===== config.mk =====
export PLATFORM = sky130hd
export DESIGN_NAME = clk_rst_seq
export DESIGN_NICKNAME = d
export VERILOG_FILES = /design/src/rtl/clk_rst_pkg.sv /design/src/rtl/clk_rst_seq_tick_div.sv /design/src/rtl/clk_rst_seq.sv
export SDC_FILE = /design/constraint.sdc
export NUM_CORES = 1
export LEC_CHECK = 0
export CORE_UTILIZATION = 55
export CTS_CLUSTER_SIZE = 40
export DETAILED_ROUTE_END_ITERATION = 6
export MAX_ROUTING_LAYER = met4
export PLACE_DENSITY = 0.79
export SLEW_MARGIN = 20
export SYNTH_ARGS = -nofsm -noshare
export SYNTH_HDL_FRONTEND = slang
export SYNTH_SLANG_ARGS = --single-unit

===== constraint.sdc =====
create_clock -name clock_in -period 4.2 [get_ports clock_in]
set_input_delay 0.42 -clock clock_in [delete_from_list [all_inputs] [get_ports clock_in]]
set_output_delay 0.42 -clock clock_in [all_outputs]
set_load 0.03 [all_outputs]

===== src/rtl/clk_rst_pkg.sv =====
// clk_rst_pkg
// Shared types and constants for the reset / strobe sequencer.
//   seq_state_t  : sequencer FSM states (SETTLE, RUN)
//   FRAME_CNT_W  : width of the wrapping frame counter
//   cnt_width()  : counter width for a modulus n, never less than 1 bit
package clk_rst_pkg;

    typedef enum logic [0:0] {
        SETTLE = 1'b0,
        RUN    = 1'b1
    } seq_state_t;

    localparam int unsigned FRAME_CNT_W = 16;

    // $clog2 of the modulus, clamped to 1 so a modulus of 1 still gets a bit.
    function automatic int unsigned cnt_width(input int unsigned n);
        return (n > 1) ? $clog2(n) : 1;
    endfunction

endpackage


===== src/rtl/clk_rst_seq_tick_div.sv =====
// tick_div
// Free-running modulo-DIV divider with a registered single-cycle strobe.
// The strobe is high for one cycle, one cycle after the divider wraps.
// Ports:
//   clock_in : system clock
//   reset    : synchronous, active-high reset
//   clr      : synchronous clear of the divider and any pending strobe
//   en       : advance the divider this cycle
//   pulse    : one-cycle strobe (registered)
module tick_div
    import clk_rst_pkg::*;
#(
    parameter int unsigned DIV = 4
) (
    input  logic clock_in,
    input  logic reset,
    input  logic clr,
    input  logic en,
    output logic pulse
);

    localparam int unsigned CW   = cnt_width(DIV);
    localparam logic [CW-1:0] LAST = CW'(DIV - 1);

    logic [CW-1:0] cnt_q, cnt_d;
    logic          pulse_q, pulse_d;

    // Next divider value; the strobe is set on the wrap and emitted next cycle.
    always_comb begin
        cnt_d   = cnt_q;
        pulse_d = 1'b0;
        if (clr) begin
            cnt_d = '0;
        end else if (en) begin
            if (cnt_q == LAST) begin
                cnt_d   = '0;
                pulse_d = 1'b1;
            end else begin
                cnt_d = cnt_q + CW'(1);
            end
        end
    end

    // Divider and strobe registers.
    always_ff @(posedge clock_in) begin
        if (reset) begin
            cnt_q   <= '0;
            pulse_q <= 1'b0;
        end else begin
            cnt_q   <= cnt_d;
            pulse_q <= pulse_d;
        end
    end

    assign pulse = pulse_q;

endmodule


===== src/rtl/clk_rst_seq.sv =====
// clk_rst_seq
// Reset and timing-strobe sequencer downstream of the PLL. Holds sys_reset
// for SETTLE_CYCLES after reset or a restart request, then enters RUN and
// emits the SPI bit-rate strobe (sclk_en) and the sample-frame strobe
// (frame_tick), plus a wrapping count of frame_tick pulses.
// Parameters: SETTLE_CYCLES >= 1, SCLK_DIV >= 2, FRAME_DIV >= 2.
// Ports:
//   clock_in    : system clock (PLL global_clock)
//   reset       : synchronous, active-high reset
//   ext_rst_req : level, restarts the settle sequence
//   pause       : level, freezes both dividers while in RUN
//   sys_reset   : downstream synchronous reset, active high
//   run         : high while in RUN
//   sclk_en     : one-cycle strobe every SCLK_DIV unpaused RUN cycles
//   frame_tick  : one-cycle strobe every FRAME_DIV unpaused RUN cycles
//   frame_count : count of frame_tick pulses, wraps mod 2^16
module clk_rst_seq
    import clk_rst_pkg::*;
#(
    parameter int unsigned SETTLE_CYCLES = 1024,
    parameter int unsigned SCLK_DIV      = 4,
    parameter int unsigned FRAME_DIV     = 3125
) (
    input  logic                   clock_in,
    input  logic                   reset,
    input  logic                   ext_rst_req,
    input  logic                   pause,
    output logic                   sys_reset,
    output logic                   run,
    output logic                   sclk_en,
    output logic                   frame_tick,
    output logic [FRAME_CNT_W-1:0] frame_count
);

    localparam int unsigned SW = cnt_width(SETTLE_CYCLES);
    localparam logic [SW-1:0] SETTLE_LAST = SW'(SETTLE_CYCLES - 1);

    seq_state_t             state_q, state_d;
    logic [SW-1:0]          settle_q, settle_d;
    logic                   sys_reset_q, sys_reset_d;
    logic                   run_q, run_d;
    logic [FRAME_CNT_W-1:0] frame_count_q, frame_count_d;
    logic                   div_clr_c;
    logic                   div_en_c;
    logic                   sclk_pulse;
    logic                   frame_pulse;

    // Next-state, settle counter and divider control.
    always_comb begin
        state_d     = state_q;
        settle_d    = settle_q;
        sys_reset_d = sys_reset_q;
        run_d       = run_q;
        div_clr_c   = 1'b0;
        div_en_c    = 1'b0;
        // A tick already on the output is counted even if a restart drops
        // the next one.
        frame_count_d = frame_pulse ? frame_count_q + FRAME_CNT_W'(1) : frame_count_q;

        case (state_q)
            SETTLE: begin
                // Dividers stay cleared so RUN always starts from phase 0.
                div_clr_c = 1'b1;
                if (ext_rst_req) begin
                    settle_d = '0;
                end else if (settle_q == SETTLE_LAST) begin
                    state_d     = RUN;
                    settle_d    = '0;
                    sys_reset_d = 1'b0;
                    run_d       = 1'b1;
                end else begin
                    settle_d = settle_q + SW'(1);
                end
            end
            RUN: begin
                if (ext_rst_req) begin
                    // Clearing the dividers also drops any strobe pending for the next cycle.
                    state_d     = SETTLE;
                    settle_d    = '0;
                    sys_reset_d = 1'b1;
                    run_d       = 1'b0;
                    div_clr_c   = 1'b1;
                end else begin
                    div_en_c = ~pause;
                end
            end
            default: begin
                state_d     = SETTLE;
                settle_d    = '0;
                sys_reset_d = 1'b1;
                run_d       = 1'b0;
                div_clr_c   = 1'b1;
            end
        endcase
    end

    // Sequencer state and output registers.
    always_ff @(posedge clock_in) begin
        if (reset) begin
            state_q       <= SETTLE;
            settle_q      <= '0;
            sys_reset_q   <= 1'b1;
            run_q         <= 1'b0;
            frame_count_q <= '0;
        end else begin
            state_q       <= state_d;
            settle_q      <= settle_d;
            sys_reset_q   <= sys_reset_d;
            run_q         <= run_d;
            frame_count_q <= frame_count_d;
        end
    end

    // SPI bit-rate strobe.
    tick_div #(
        .DIV (SCLK_DIV)
    ) u_sclk_div (
        .clock_in (clock_in),
        .reset    (reset),
        .clr      (div_clr_c),
        .en       (div_en_c),
        .pulse    (sclk_pulse)
    );

    // Sample-frame strobe.
    tick_div #(
        .DIV (FRAME_DIV)
    ) u_frame_div (
        .clock_in (clock_in),
        .reset    (reset),
        .clr      (div_clr_c),
        .en       (div_en_c),
        .pulse    (frame_pulse)
    );

    assign sys_reset   = sys_reset_q;
    assign run         = run_q;
    assign sclk_en     = sclk_pulse;
    assign frame_tick  = frame_pulse;
    assign frame_count = frame_count_q;

endmodule


# Word level (Yosys, flattened, before mapping)
# Index checks and enable logic that the tools add are counted.
[op_classes] addsub=4 muxes=24 bitwise_logic=3 n_reduce_logical=3 eq_ne=6
[ops] cell="10-bit two-way mux" n=3
[ops] cell="10-bit one-hot mux with 2 select lines" n=1
[ops] cell="16-bit by 1-bit adder with 16-bit output (second input constant)" n=1
[ops] cell="1-bit two-way mux" n=14
[ops] cell="12-bit by 1-bit adder with 12-bit output (second input constant)" n=1
[ops] cell="12-bit == test (second input constant)" n=1
[ops] cell="12-bit two-way mux" n=1
[ops] cell="10-bit by 1-bit adder with 10-bit output (second input constant)" n=1
[ops] cell="10-bit == test (second input constant)" n=1
[ops] cell="1-bit one-hot mux with 2 select lines" n=4
[ops] cell="2-bit != test (second input constant)" n=3
[ops] cell="1-bit inverter" n=3
[ops] cell="3-bit AND reduction" n=1
[ops] cell="3-bit OR reduction" n=1
[ops] cell="2-bit by 1-bit adder with 2-bit output (second input constant)" n=1
[ops] cell="2-bit == test (second input constant)" n=1
[ops] cell="2-bit two-way mux" n=1
[ops] cell="2-bit OR reduction" n=1
[word_totals] out_inout_bits=20 in_bits=4 wordCells=49 ff_bits=45

# Depth between registers and ports, before layout
[logic_depth] word_depth=5 depth_mapped=7 mapped_depth_nobuf=6

# Cells and area by module
# A second synthesis with hierarchy kept.
[unflattened] hier_cells=228 hier_area_um2=2122.0
[modules_own_cells] mod="clk_rst_seq" area_each_um2=1327.5 cells_each=148 n_inst=1 seq_area_each_um2=580.6
[modules_own_cells] mod="tick_div at u_frame_div" area_each_um2=670.6 cells_each=69 n_inst=1 seq_area_each_um2=260.2
[modules_own_cells] mod="tick_div at u_sclk_div" area_each_um2=123.9 cells_each=11 n_inst=1 seq_area_each_um2=60.1

# Worst setup path after synthesis
# No wires, ideal clock.
[synth_path] kind="register to register" start="register u_frame_div.pulse_q, in the netlist u_frame_div.pulse" end="register frame_count_q[15], in the netlist frame_count[15]" n_path_buf=1 synth_period_minus_slack_ps=1637 t_required_ps=4079 path_stages_with_launch=5 arrival_ps=1516 setup_time_ps=121 slack_ps=2563 path_cell_list="dfxtp_1 > buf_4 > nand4_2 > nor4_1 > mux2_2"
[synth_rtl] item="start, declared" line_no="clk_rst_seq_tick_div.sv:26" source="logic pulse_q, pulse_d;"
[synth_rtl] item="start signal, assigned" line_no="clk_rst_seq_tick_div.sv:51" source="pulse_q <= pulse_d;"
[synth_rtl] item="end signal, assigned" line_no="clk_rst_seq.sv:110" source="frame_count_q <= frame_count_d;"
[synth_rtl] item="end, declared" line_no="clk_rst_seq.sv:42" source="logic [FRAME_CNT_W-1:0] frame_count_q, frame_count_d;"

==> impl_metrics.json <==
{
  "run_status": "finished, final reports clean",
  "regArea_um2": 900.9,
  "grt_pass1_wl_um": 6824,
  "post_cts_buffers": 0,
  "avgSynthCellArea_um2": 8.748,
  "slew_viol_final": 0,
  "drv_cap": 0,
  "wl_per_cell_um": 12.20,
  "final_nets": 264,
  "setup_viol": 0,
  "rr_endpoint": "u_frame_div.cnt_q[4]$_SDFFE_PP0N_",
  "worstRegToRegCells": 4,
  "drc": 0,
  "h-tree-depth": 2,
  "clockBufferDepth": 2,
  "first_pass_iters": 4,
  "drtIter0Drc": 71,
  "synth-seq-cells": 45,
  "yosys_warnings": 0,
  "synthesis.nets": 243,
  "switchingPower_uw": 151.2,
  "synth_top_cells_by_count": "dfxtp_1 (45), nor2_1 (36), nand2_1 (16)",
  "timing.final.crit_share_pct": 53.74,
  "cp-endpoint": "settle_q[9]$_SDFFE_PP0P_",
  "synth_area_um2": 2047,
  "synth_cell_types": 39,
  "grt_max_degree": 23,
  "cp-end-kind": "flop",
  "rsz0062_at_grt": "no",
  "fin_tns_setup_ns": 0,
  "multi_input_area_um2": 1071,
  "die_w_um": 63.01,
  "async_reset_ff_share_pct": 0,
  "io_buffers": 23,
  "fillerInstances": 276,
  "antennaDiodeCount": 0,
  "power_frac_seq_pct": 55.1,
  "fp.dieH_um": 63.01,
  "p_int_uw": 626.3,
  "synth_flop_cell": "dfxtp_1",
  "power_frac_comb_pct": 1.8,
  "synth_top_area_share_pct": 44.01,
  "gp_congestion": 0.7749,
  "cts_buffers": 5,
  "yosysSeqAreaShare_pct": 44.01,
  "ir_drop_mv": 0.1740,
  "final_core_util_pct": 69.79,
  "dieArea_um2": 3970,
  "required_ns": 4.45,
  "yosysMostFrequentCell": "dfxtp_1",
  "antenna_left": 0,
  "worstSkewPairLatency_ns": 0.30,
  "max_freq_ghz": 0.4430,
  "startpoint": "reset",
  "worst_pin_slew_ns": 0.8019,
  "drive_gt1_share_pct": 5.078,
  "ctsResizeCount": 0,
  "holdBufCountCts": 0,
  "reg2reg_slack_ns": 2.32,
  "fp.coreArea_um2": 3442,
  "io_pins": 24,
  "hold_viol_final": 0,
  "yosys.area.top_type": "dfxtp_1",
  "root_buffer": "clkbuf_8",
  "overflow": 0,
  "initial_core_util_pct": 59.47,
  "areaGrowthSynthToFinish_pct": 17.36,
  "arrival_ns": 2.50,
  "p_clk_share_pct": 43.1,
  "holdCritStartpoint": "run$_SDFFE_PP0P_",
  "crit_path_max_fanout": 22,
  "vias": 1648,
  "clkSinkCount": 45,
  "min_path_cells": 2,
  "synth_edf_count": 0,
  "via_per_inst": 5.457,
  "clock_skew_ns": 0.006437,
  "wirelength_um": 3684,
  "max-slew-margin-rel_pct": 46.37,
  "layout_min_cycle_time_ns": 2.257,
  "dp_hpwl_um": 2569,
  "grtUsageTotal_pct": 22.49,
  "leakage_nw": 0.8111,
  "reg2reg_from": "state_q$_SDFF_PP0_",
  "synthCells": 234,
  "grt_pass1_vias": 1521,
  "p_per_area_nw_per_um2": 323.6,
  "clk_pin_slew_ns": 0.08,
  "ys_top_cells_by_area": "dfxtp_1 (44%), nor2_1 (6.6%), xnor2_1 (6.0%)",
  "antenna_found_initial": 0,
  "cts_tree": "built",
  "hold_path.class": "flop to flop",
  "critPathKind": "input port to flop",
  "start_kind": "input port",
  "rows": 21,
  "swShare_pct": 19.45
}
-- registers in the layout, summed over array words and instances, names as in the netlist, 2 cells and up --
| name | cells |
|---|---|
| u_sclk_div.cnt_q | 2 |
| u_frame_div.cnt_q | 12 |
| settle_q | 10 |
| frame_count | 16 |
-- per-stage QoR --
stage	setup WS, ns	power [mW]	hold WS (ns)	cells	instance area (µm²)
6_report	1.943	0.7775	0.4823	302	2402
5_1_grt	1.833	0.8078	0.5057	302	2402
2_1_floorplan	2.563	0.4462	0.4534	234	2047
4_1_cts	1.930	0.7839	0.4857	302	2402
3_3_place_gp	1.664	0.4523	0.4644	294	2286
3_5_place_dp	1.609	0.4527	0.4742	294	2286
-- cell usage in the layout (no fill, tap or decap), types with 2 or more instances in the layout --
cell type | synthesis | final
o21ai_0 | 4 | 4
or3_1 | 7 | 7
inv_1 | 7 | 7
a31oi_1 | 2 | 2
nor2_1 | 36 | 36
nor4_1 | 5 | 5
mux2i_1 | 2 | 2
clkdlybuf4s50_1 | 0 | 23
a21o_1 | 2 | 2
xor2_1 | 12 | 12
nor3b_1 | 2 | 2
xnor2_1 | 14 | 14
a21oi_1 | 11 | 11
dfxtp_1 | 45 | 45
nand3_1 | 14 | 14
nor3_1 | 8 | 8
and3_1 | 4 | 4
nand2_1 | 16 | 16
nor2b_1 | 3 | 3
clkbuf_8 | 0 | 6
ha_1 | 5 | 5
nand4_1 | 12 | 12
-- metal layers --
| layer | wire length, µm | vias up | global-route usage (%) | share of wire (%) |
|---|---|---|---|---|
| li1 | - | 860 | - | - |
| met1 | 1847 | 745 | 27.17 | 50 |
| met4 | 65 | 0 | 10.76 | 1.8 |
| met2 | 1630 | 36 | 34.81 | 44 |
| met5 | 0 | - | - | 0 |
| met3 | 140 | 7 | 5.657 | 3.8 |
-- power groups by stage --
stage / clock network, mW / logic (mW) / registers (mW)
floorplan: 0 / 0.00800 / 0.438
global placement: 0 / 0.0137 / 0.439
detailed placement: 0 / 0.0141 / 0.439
CTS: 0.341 / 0.0141 / 0.428
global route: 0.363 / 0.0157 / 0.429
finish: 0.335 / 0.0141 / 0.428
-- kinds of logic after synthesis --
logic type	Yosys count	share of synthesized area, %
compound gates	21	5.868
fa+ha+maj	5	3.056
simple gates	118	30.75
xor+xnor	26	11.12
mux	3	1.528
buf+inv	16	3.668
flops	45	44.01
-- worst min path at each step --
stage                     slack (ns)                            endpoint
after global routing            0.51                    run$_SDFFE_PP0P_
after CTS                       0.49                    run$_SDFFE_PP0P_
after floorplan                 0.45  u_frame_div.cnt_q[11]$_SDFFE_PP0N_
after detailed placement        0.47                    run$_SDFFE_PP0P_
after global placement          0.46                    run$_SDFFE_PP0P_
final                           0.48                    run$_SDFFE_PP0P_
-- area by class of cell --
type,count,area share (%)
Clock inverter,1,1.250
Clock buffer,7,3.594
Timing Repair Buffer,23,9.583
Multi-Input combinational cell,173,44.58
Inverter,7,1.094
Sequential cell,45,37.50
Tap cell,46,2.396
-- worst max-delay path: stages --
cell	delay [ns]
clkdlybuf4s50_1	0.82
or2_2	0.60
or3_1	0.37
o31a_1	0.24
nand2_1	0.05
No activity file was read; power rests on OpenSTA's default activity.
